==> src/rtl/sdhci_reg_arbiter_if.sv <==
// sdhci_reg_arbiter_if
//   Bundles the two requester ports and the SDHCI register-port (BRAM) side
//   of sdhci_reg_arbiter into one interface.
//
//   Requester side (index n = requester n; 0 = CPU bridge, 1 = boot sequencer)
//     req_i[1:0]        access request
//     lock_i[1:0]       keep ownership after this access
//     we_i[1:0]         write enable
//     wmask_i[1:0][3:0] byte write mask
//     addr_i[1:0][5:0]  word address
//     wdata_i[1:0][31:0] write data
//     gnt_o[1:0]        access accepted this cycle (one-hot or zero)
//     rvalid_o[1:0]     read data valid for requester n
//     rdata_o[31:0]     shared read data
//   Register-port side
//     bram_en_o, bram_we_o, bram_wmask_o[3:0], bram_addr_o[5:0],
//     bram_wdata_o[31:0]  strobe and access fields towards the register file
//     bram_rdata_i[31:0]  read data, valid the cycle after a read strobe
//
//   slave modport  : the arbiter's view
//   master modport : the environment's view (requesters plus register file)

interface sdhci_reg_arbiter_if;
    logic [1:0]        req_i;
    logic [1:0]        lock_i;
    logic [1:0]        we_i;
    logic [1:0][3:0]   wmask_i;
    logic [1:0][5:0]   addr_i;
    logic [1:0][31:0]  wdata_i;
    logic [1:0]        gnt_o;
    logic [1:0]        rvalid_o;
    logic [31:0]       rdata_o;
    logic              bram_en_o;
    logic              bram_we_o;
    logic [3:0]        bram_wmask_o;
    logic [5:0]        bram_addr_o;
    logic [31:0]       bram_wdata_o;
    logic [31:0]       bram_rdata_i;

    modport slave (
        input  req_i, lock_i, we_i, wmask_i, addr_i, wdata_i, bram_rdata_i,
        output gnt_o, rvalid_o, rdata_o,
               bram_en_o, bram_we_o, bram_wmask_o, bram_addr_o, bram_wdata_o
    );

    modport master (
        output req_i, lock_i, we_i, wmask_i, addr_i, wdata_i, bram_rdata_i,
        input  gnt_o, rvalid_o, rdata_o,
               bram_en_o, bram_we_o, bram_wmask_o, bram_addr_o, bram_wdata_o
    );
endinterface

==> src/rtl/sdhci_reg_arbiter.sv <==
// sdhci_reg_arbiter
//   Two-requester arbiter for the 32-bit, 64-word SDHCI register port
//   (1-cycle read latency). Serialises accesses with a combinational
//   (0-cycle) grant, returns read data to the issuing requester one cycle
//   after grant, and supports a bounded lock for read-modify-write sequences.
//
//   Ports
//     clk_i   clock
//     rst_i   asynchronous, active-high reset
//     bus     sdhci_reg_arbiter_if.slave (requester and register-port signals)
//   Parameter
//     MaxLock consecutive grants/cycles a lock owner may hold before forced
//             release, 1..255
//   Build option
//     SDHCI_ARB_RR_EN  defined: round-robin arbitration in IDLE
//                      undefined: fixed priority, requester 0 wins in IDLE
//
//   state     | meaning
//   ----------+-----------------------------------------------------------
//   ST_IDLE   | no owner; winner chosen among asserted requests
//   ST_LOCKED | own_q holds the port; lcnt_q counts grants/cycles held

module sdhci_reg_arbiter #(
    parameter int unsigned MaxLock = 8
) (
    input  logic                 clk_i,
    input  logic                 rst_i,
    sdhci_reg_arbiter_if.slave   bus
);

    typedef enum logic {
        ST_IDLE   = 1'b0,
        ST_LOCKED = 1'b1
    } state_t;

    localparam logic [7:0] LOCK_MAX = 8'(MaxLock);

    state_t     state_q, state_d;
    logic       own_q, own_d;
    logic [7:0] lcnt_q, lcnt_d;
    logic       last_q, last_d;
    logic       tag_valid_q, tag_valid_d;
    logic       tag_id_q, tag_id_d;

    logic       gnt_any;
    logic       win;
    logic [7:0] lcnt_inc;

    assign lcnt_inc = lcnt_q + 8'd1;

    always_ff @(posedge clk_i or posedge rst_i) begin
        if (rst_i) begin
            state_q     <= ST_IDLE;
            own_q       <= 1'b0;
            lcnt_q      <= 8'd0;
            last_q      <= 1'b1;
            tag_valid_q <= 1'b0;
            tag_id_q    <= 1'b0;
        end else begin
            state_q     <= state_d;
            own_q       <= own_d;
            lcnt_q      <= lcnt_d;
            last_q      <= last_d;
            tag_valid_q <= tag_valid_d;
            tag_id_q    <= tag_id_d;
        end
    end

    always_comb begin
        gnt_any     = 1'b0;
        win         = 1'b0;
        state_d     = state_q;
        own_d       = own_q;
        lcnt_d      = lcnt_q;
        last_d      = last_q;
        tag_valid_d = 1'b0;
        tag_id_d    = tag_id_q;

        // winner selection
        case (state_q)
            ST_IDLE: begin
`ifdef SDHCI_ARB_RR_EN
                if (bus.req_i == 2'b11) begin
                    gnt_any = 1'b1;
                    win     = ~last_q;
                end else if (bus.req_i[0]) begin
                    gnt_any = 1'b1;
                    win     = 1'b0;
                end else if (bus.req_i[1]) begin
                    gnt_any = 1'b1;
                    win     = 1'b1;
                end
`else
                if (bus.req_i[0]) begin
                    gnt_any = 1'b1;
                    win     = 1'b0;
                end else if (bus.req_i[1]) begin
                    gnt_any = 1'b1;
                    win     = 1'b1;
                end
`endif
            end
            ST_LOCKED: begin
                win     = own_q;
                gnt_any = bus.req_i[own_q];
            end
            default: ;
        endcase

        // lock bookkeeping
        case (state_q)
            ST_IDLE: begin
                lcnt_d = 8'd0;
                // a bound of 1 means the entering grant already exhausts the lock
                if (gnt_any && bus.lock_i[win] && (LOCK_MAX != 8'd1)) begin
                    state_d = ST_LOCKED;
                    own_d   = win;
                    lcnt_d  = 8'd1;
                end
            end
            ST_LOCKED: begin
                // an idle owner cycle counts too, so an abandoned lock expires
                if ((gnt_any && !bus.lock_i[own_q]) || (lcnt_inc == LOCK_MAX)) begin
                    state_d = ST_IDLE;
                    lcnt_d  = 8'd0;
                end else begin
                    lcnt_d  = lcnt_inc;
                end
            end
            default: begin
                state_d = ST_IDLE;
                lcnt_d  = 8'd0;
            end
        endcase

        if (gnt_any) begin
            last_d      = win;
            tag_valid_d = ~bus.we_i[win];
            tag_id_d    = win;
        end
    end

    assign bus.gnt_o        = gnt_any ? (win ? 2'b10 : 2'b01) : 2'b00;
    assign bus.bram_en_o    = gnt_any;
    assign bus.bram_we_o    = gnt_any & bus.we_i[win];
    assign bus.bram_wmask_o = gnt_any ? bus.wmask_i[win] : 4'h0;
    // with no grant the don't-care fields follow requester 0
    assign bus.bram_addr_o  = gnt_any ? bus.addr_i[win]  : bus.addr_i[0];
    assign bus.bram_wdata_o = gnt_any ? bus.wdata_i[win] : bus.wdata_i[0];

    assign bus.rvalid_o     = tag_valid_q ? (tag_id_q ? 2'b10 : 2'b01) : 2'b00;
    // held at zero outside a read return so the port is quiet after reset
    assign bus.rdata_o      = tag_valid_q ? bus.bram_rdata_i : 32'h0;

endmodule

==> src/flat_wrapper.sv <==
// flat-port wrapper written by rule: the top's interface ports become plain ports
module sdhci_reg_arbiter_flat 
#(
    parameter int unsigned MaxLock = 8
)
  (clk_i, rst_i, bus_req_i, bus_lock_i, bus_we_i, bus_wmask_i, bus_addr_i, bus_wdata_i, bus_bram_rdata_i, bus_gnt_o, bus_rvalid_o, bus_rdata_o, bus_bram_en_o, bus_bram_we_o, bus_bram_wmask_o, bus_bram_addr_o, bus_bram_wdata_o);
  sdhci_reg_arbiter_if bus_i ();
  input  logic clk_i;
  input  logic rst_i;
  input wire logic [$bits(bus_i.req_i)-1:0] bus_req_i;
  input wire logic [$bits(bus_i.lock_i)-1:0] bus_lock_i;
  input wire logic [$bits(bus_i.we_i)-1:0] bus_we_i;
  input wire logic [$bits(bus_i.wmask_i)-1:0] bus_wmask_i;
  input wire logic [$bits(bus_i.addr_i)-1:0] bus_addr_i;
  input wire logic [$bits(bus_i.wdata_i)-1:0] bus_wdata_i;
  input wire logic [$bits(bus_i.bram_rdata_i)-1:0] bus_bram_rdata_i;
  output wire logic [$bits(bus_i.gnt_o)-1:0] bus_gnt_o;
  output wire logic [$bits(bus_i.rvalid_o)-1:0] bus_rvalid_o;
  output wire logic [$bits(bus_i.rdata_o)-1:0] bus_rdata_o;
  output wire logic [$bits(bus_i.bram_en_o)-1:0] bus_bram_en_o;
  output wire logic [$bits(bus_i.bram_we_o)-1:0] bus_bram_we_o;
  output wire logic [$bits(bus_i.bram_wmask_o)-1:0] bus_bram_wmask_o;
  output wire logic [$bits(bus_i.bram_addr_o)-1:0] bus_bram_addr_o;
  output wire logic [$bits(bus_i.bram_wdata_o)-1:0] bus_bram_wdata_o;
  assign bus_i.req_i = bus_req_i;
  assign bus_i.lock_i = bus_lock_i;
  assign bus_i.we_i = bus_we_i;
  assign bus_i.wmask_i = bus_wmask_i;
  assign bus_i.addr_i = bus_addr_i;
  assign bus_i.wdata_i = bus_wdata_i;
  assign bus_i.bram_rdata_i = bus_bram_rdata_i;
  assign bus_gnt_o = bus_i.gnt_o;
  assign bus_rvalid_o = bus_i.rvalid_o;
  assign bus_rdata_o = bus_i.rdata_o;
  assign bus_bram_en_o = bus_i.bram_en_o;
  assign bus_bram_we_o = bus_i.bram_we_o;
  assign bus_bram_wmask_o = bus_i.bram_wmask_o;
  assign bus_bram_addr_o = bus_i.bram_addr_o;
  assign bus_bram_wdata_o = bus_i.bram_wdata_o;
  sdhci_reg_arbiter #(.MaxLock(MaxLock)) u_core (.clk_i(clk_i), .rst_i(rst_i), .bus(bus_i));
endmodule
==> config.mk <==
export PLATFORM = sky130hd
export DESIGN_NAME = sdhci_reg_arbiter_flat
export DESIGN_NICKNAME = d
export VERILOG_FILES = /design/src/rtl/sdhci_reg_arbiter_if.sv /design/src/rtl/sdhci_reg_arbiter.sv /design/src/flat_wrapper.sv
export SDC_FILE = /design/constraint.sdc
export NUM_CORES = 1
export LEC_CHECK = 0
export BUFFER_PORTS_ARGS = -buffer_cell sky130_fd_sc_hd__buf_4
export CORE_AREA = 2 2 78 80
export CTS_CLUSTER_DIAMETER = 100
export DETAILED_ROUTE_END_ITERATION = 8
export DIE_AREA = 0 0 80 82
export PLACE_DENSITY = 0.66
export SETUP_SLACK_MARGIN = 0.3
export SLEW_MARGIN = 40
export SYNTH_ARGS = -nofsm -noshare
export SYNTH_HDL_FRONTEND = slang
export SYNTH_SLANG_ARGS = --single-unit
==> constraint.sdc <==
create_clock -name clk_i -period 4.9 [get_ports clk_i]
set_input_delay 0.245 -clock clk_i [delete_from_list [all_inputs] [get_ports clk_i]]
set_output_delay 0.245 -clock clk_i [all_outputs]
set_load 0.05 [all_outputs]
Word-level counts from Yosys, hierarchy flattened

Index checks and enable logic that the tools add are counted.

Bits of input ports: 124
Flip-flop bits (word level): 12
Logic and storage cells: 51

$lt $le $gt $ge: 2
Mux-type cells: 34
Bitwise operators: 3
Equality and inequality tests: 1
Add/subtract/negate cells: 1
Reduce and logical (&&, ||, !) cells: 5

Operators by type and width:

| cell                | number |
|---|---|
| $mux 32             | 4 |
| $mux 6              | 3 |
| $pmux 8 s2          | 1 |
| $mux 1              | 15 |
| $mux 4              | 3 |
| $add 8x1->8 const B | 1 |
| $eq 8x4->1 const B  | 1 |
| $mux 2              | 4 |
| $mux 8              | 1 |
| $pmux 1 s2          | 3 |
| $lt 1x2->1 const B  | 2 |
| $logic_and 1x1->1   | 2 |
| $not 1->1           | 2 |
| $reduce_and 2->1    | 1 |
| $and 1x1->1         | 1 |
| $logic_not 1->1     | 1 |
| $logic_or 1x1->1    | 1 |

Logic depth before layout (Yosys ltp)

Word-level depth: 8
Depth in mapped cells: 6
Mapped depth without buffers: 5

Worst setup path after synthesis

OpenSTA, ideal clock, no wires.

Kind: flip-flop to output port
From: reg u_core.state_q
To: out bus_bram_we_o
Data required time: 4.655 ns
Stages on the path, launching flop included: 4
Slack: 2.623 ns
Arrival time: 2.032 ns
Buffers on the path: 0
Cell sequence: dfrtp_1 and2_1 nor2_1 a22o_1

Cells in the longest elaborated chain, start to end: 5
Elaborated cells between the ends (all ways): 6

RTL lines:

| item                                       | RTL line                 | RTL |
|---|---|---|
| from (decl)                                | sdhci_reg_arbiter.sv:38  | `state_t state_q, state_d;` |
| from (signal assigned)                     | sdhci_reg_arbiter.sv:60  | `state_q <= state_d;` |
| $not 1->1                                  | sdhci_reg_arbiter.sv:80  | `case (state_q)` |
| $pmux 1 s2                                 | sdhci_reg_arbiter.sv:80  |  |
| $mux 1 (implied by the code) (2 in series) | sdhci_reg_arbiter.sv:145 | `assign bus.bram_we_o = gnt_any & bus.we_i[win];` |
| $and 1x1->1 (*)                            | sdhci_reg_arbiter.sv:145 |  |
| to (decl)                                  | flat_wrapper.sv:21       | `output wire logic [$bits(bus_i.bram_we_o)-1:0] bus_bram_we_o;` |

Every way passes the cells marked *; elsewhere a longest branch is shown, timed or not. The select of a mux whose other input is x is not followed.

Worst setup path in the final report

From: reg u_core.state_q
To: out bus_bram_wdata_o[1]

Cells in the longest elaborated chain, start to end: 5
Elaborated cells between the ends (all ways): 6

RTL lines:

| item                                        | RTL line                 | RTL |
|---|---|---|
| $not 1->1                                   | sdhci_reg_arbiter.sv:80  |  |
| $pmux 1 s2                                  | sdhci_reg_arbiter.sv:80  |  |
| $mux 32 (implied by the code) (2 in series) | sdhci_reg_arbiter.sv:149 | `assign bus.bram_wdata_o = gnt_any ? bus.wdata_i[win] : bus.wdata_i[0];` |
| $mux 32 (*)                                 | sdhci_reg_arbiter.sv:149 |  |
| to (decl)                                   | flat_wrapper.sv:24       | `output wire logic [$bits(bus_i.bram_wdata_o)-1:0] bus_bram_wdata_o;` |

Marked as above.

==> run_results.csv <==
group,metric,value,unit
sta,max_freq,466,MHz
logic_synthesis,synth_cells,237,
logic_synthesis,syn_area_per_cell,6.11,µm²
worst_setup_path,reg2reg_from,"u_core.lcnt_q[0]$_DFF_PP0_",
detailed_routing,dr_total_vias,2270,
pwr,combinationalPowerShare,0.813,
grt,antenna_found_initial,0,
worst_setup_path,reg2reg_depth,5,
clock_tree,insertion_delay,240,ps
worst_setup_path,required,4660,ps
finish,fin_nets,559,
worst_setup_path,cp_max_fo,44,
sta,rsz0062_at_grt,"false",
sta,finClkSkew,5.36,ps
detailed_routing,drcViolationCount,0,
finish,fill_cells,587,
detailed_routing,wirelength,6770,µm
sta,setup_ws,2750,ps
detailed_routing,via_per_inst,4.49,
finish,mostFrequentLayoutCells,"buf_4, nand2_1, and2_1, dfrtp_1, nor2_1",
place,gp_congestion,0.844,
detailed_routing,firstDrtPassIters,5,
hold_path,min_path_type,"input port to asynchronous set/reset pin",
pwr,seqPwrFrac,0.124,
sta,hold_violations,0,
detailed_routing,antenna_left,0,
worst_setup_path,worstPathArrival,1900,ps
grt,grt_max_degree,45,
worst_setup_path,cp-end-kind,"output pin",
floorplan,dieArea,6560,µm²
pwr,leakagePower,1.77,nW
worst_setup_path,ff2ff_setup_slack,3150,ps
worst_setup_path,crit_path_start_kind,"register",
sta,tightest_slew,726,ps
logic_synthesis,ys_warn_count,0,
clock_tree,cts_buffer_depth,2,
sta,tns,0,ps
clock_tree,cts.clk_slew.worst_paths,50,ps
logic_synthesis,syn_nets,363,
finish,syn_to_final_growth,111,%
finish,final-seq-area,300,µm²
grt,grt_usage,0.184,
sta,min_period,2150,ps
clock_tree,holdBufCountCts,0,
detailed_routing,drt_iter0_markers,166,
status,status,"finished clean",
grt,grt_overflow,0,
sta,finalSetupViolations,0,
finish,diodes,0,
pwr,p_sw,870,µW
clock_tree,cts_root_buf,"clkbuf_8",
pwr,intPower,547,µW
clock_tree,cts_made_buffers,3,
logic_synthesis,ys_types,37,
clock_tree,htree_levels,1,
floorplan,chipWidth,80,µm
worst_setup_path,r2r-end,"u_core.lcnt_q[1]$_DFF_PP0_",
finish,multi_input_area,1070,µm²
pwr,switching_share,0.614,
grt,grt_pass1_vias,2101,
place,dpl.hpwl,5650,µm
finish,layout_commonest_cell,"buf_4",
grt,grt_pass1_wl,9540,µm
floorplan,row_count,28,
clock_tree,cts_sinks,12,
place,post-place-ws,3010,ps
worst_setup_path,worstSetupPathType,"register to output pin",
pwr,ir_drop,264,µV
place,dp_cells,503,
finish,stdcell_count,506,
floorplan,boundaryPins,204,
logic_synthesis,netlist_area,1450,µm²
sta,drv_slew,0,
floorplan,dieHeight,82,µm
pwr,power_density,463,nW/µm²
finish,drive_gt1_frac,0.501,
floorplan,initial_core_util,0.252,
logic_synthesis,synth_seq_cells,12,
job,drv_cap,0,
floorplan,coreArea,5750,µm²
clock_tree,ctsResizeCount,0,
pwr,p_clk_frac,0.063,
logic_synthesis,synth-seq-area-share,0.207,
clock_tree,cts_setup_buffers,0,
sta,fin_crit_sh,0.438,
place,portBuffers,203,
sta,slew-limit-headroom,0.515,
clock_tree,tritoncts,"built",
detailed_routing,wl_per_cell,13.4,µm
-- registers in the layout, indices dropped and copies added (netlist names) --
name	count
u_core.own_q	1
u_core.tag_id_q	1
u_core.state_q	1
u_core.tag_valid_q	1
u_core.lcnt_q	8
-- area by class of cell --
class | instances | share of cell area
Sequential cell | 12 | 0.0982
Tap cell | 75 | 0.0307
Multi-Input combinational cell | 207 | 0.351
Clock buffer | 3 | 0.0135
Timing Repair Buffer | 204 | 0.501
Inverter | 5 | 0.00614
-- metrics by stage --
stage	hold WS (ps)	instance area (µm²)	utilization	total power, mW
global route	79.7	3060	0.532	1.50
detailed placement	298	3020	0.525	1.33
global placement	293	3020	0.525	1.33
CTS	37.6	3060	0.532	1.43
floorplan	110	1450	-	0.969
finish	20.0	3060	0.532	1.42
-- power by group through the flow --
stage	clock network, mW	registers, mW	logic [mW]
2_1_floorplan	0	0.153	0.816
3_3_place_gp	0	0.176	1.15
3_5_place_dp	0	0.176	1.16
4_1_cts	0.0927	0.175	1.16
5_1_grt	0.0995	0.185	1.22
6_report	0.0895	0.175	1.15
-- logic make-up after synthesis --
logic type | Yosys count | share of synthesized area
XOR/XNOR | 6 | 0.0363
flip-flops | 12 | 0.207
AO/OA/AOI/OAI | 20 | 0.123
buffers and inverters | 18 | 0.0544
AND/OR/NAND/NOR | 179 | 0.562
adder cells (fa/ha/maj) | 2 | 0.0173
-- synth_stat cells --
cell       instances  area [µm²]
nand2_1          119         447
and2_1            34         213
dfrtp_1           12         300
nor2_1             9        33.8
buf_2              6        30.0
clkbuf_1           6        22.5
a22o_1             5        43.8
inv_1              4        15.0
xor2_1             4        35.0
a21oi_1            3        15.0
nand3b_1           3        22.5
a221oi_2           2        30.0
ha_1               2        25.0
nand4_1            2        12.5
nor2b_1            2        12.5
nor3_1             2        10.0
xnor2_1            2        17.5
a2111o_1           1        11.3
a31o_2             1        8.76
a31oi_1            1        6.26
and3_1             1        6.26
and3_2             1        7.51
and4_2             1        10.0
and4_4             1        11.3
buf_4              1        7.51
inv_2              1        3.75
nand2b_1           1        6.26
nand3_1            1        5.00
nor3b_1            1        7.51
nor4b_1            1        8.76
o2111ai_1          1        8.76
o211ai_1           1        7.51
o21ai_1            1        5.00
o22a_1             1        8.76
o311ai_2           1        16.3
o31ai_1            1        7.51
o32ai_1            1        8.76
-- worst max-delay path, stage by stage, from the launching register on --
cell,delay [ps]
dfrtp_1,400
and2_1,200
o21ai_2,90
inv_2,530
nand2_1,150
nand2_1,90
buf_4,190
-- routing by layer --
metal  GRT usage  routed length [µm]
met5           0                   0
met3      0.0319                 749
met4      0.0593                  83
met2       0.346                3530
met1       0.211                2400
-- worst max-delay path by stage --
stage               depth (start not counted)                      from                   end  slack, ps
floorplan                                   3  u_core.state_q$_DFF_PP0_         bus_bram_we_o       2620
global placement                            5  u_core.state_q$_DFF_PP0_         bus_bram_we_o       3030
detailed placement                          5  u_core.state_q$_DFF_PP0_         bus_bram_we_o       3010
CTS                                         5  u_core.state_q$_DFF_PP0_         bus_bram_we_o       2750
global route                                6  u_core.state_q$_DFF_PP0_  bus_bram_wdata_o[13]       2580
finish                                      6  u_core.state_q$_DFF_PP0_   bus_bram_wdata_o[1]       2750
(Power assumes the default switching activity.)
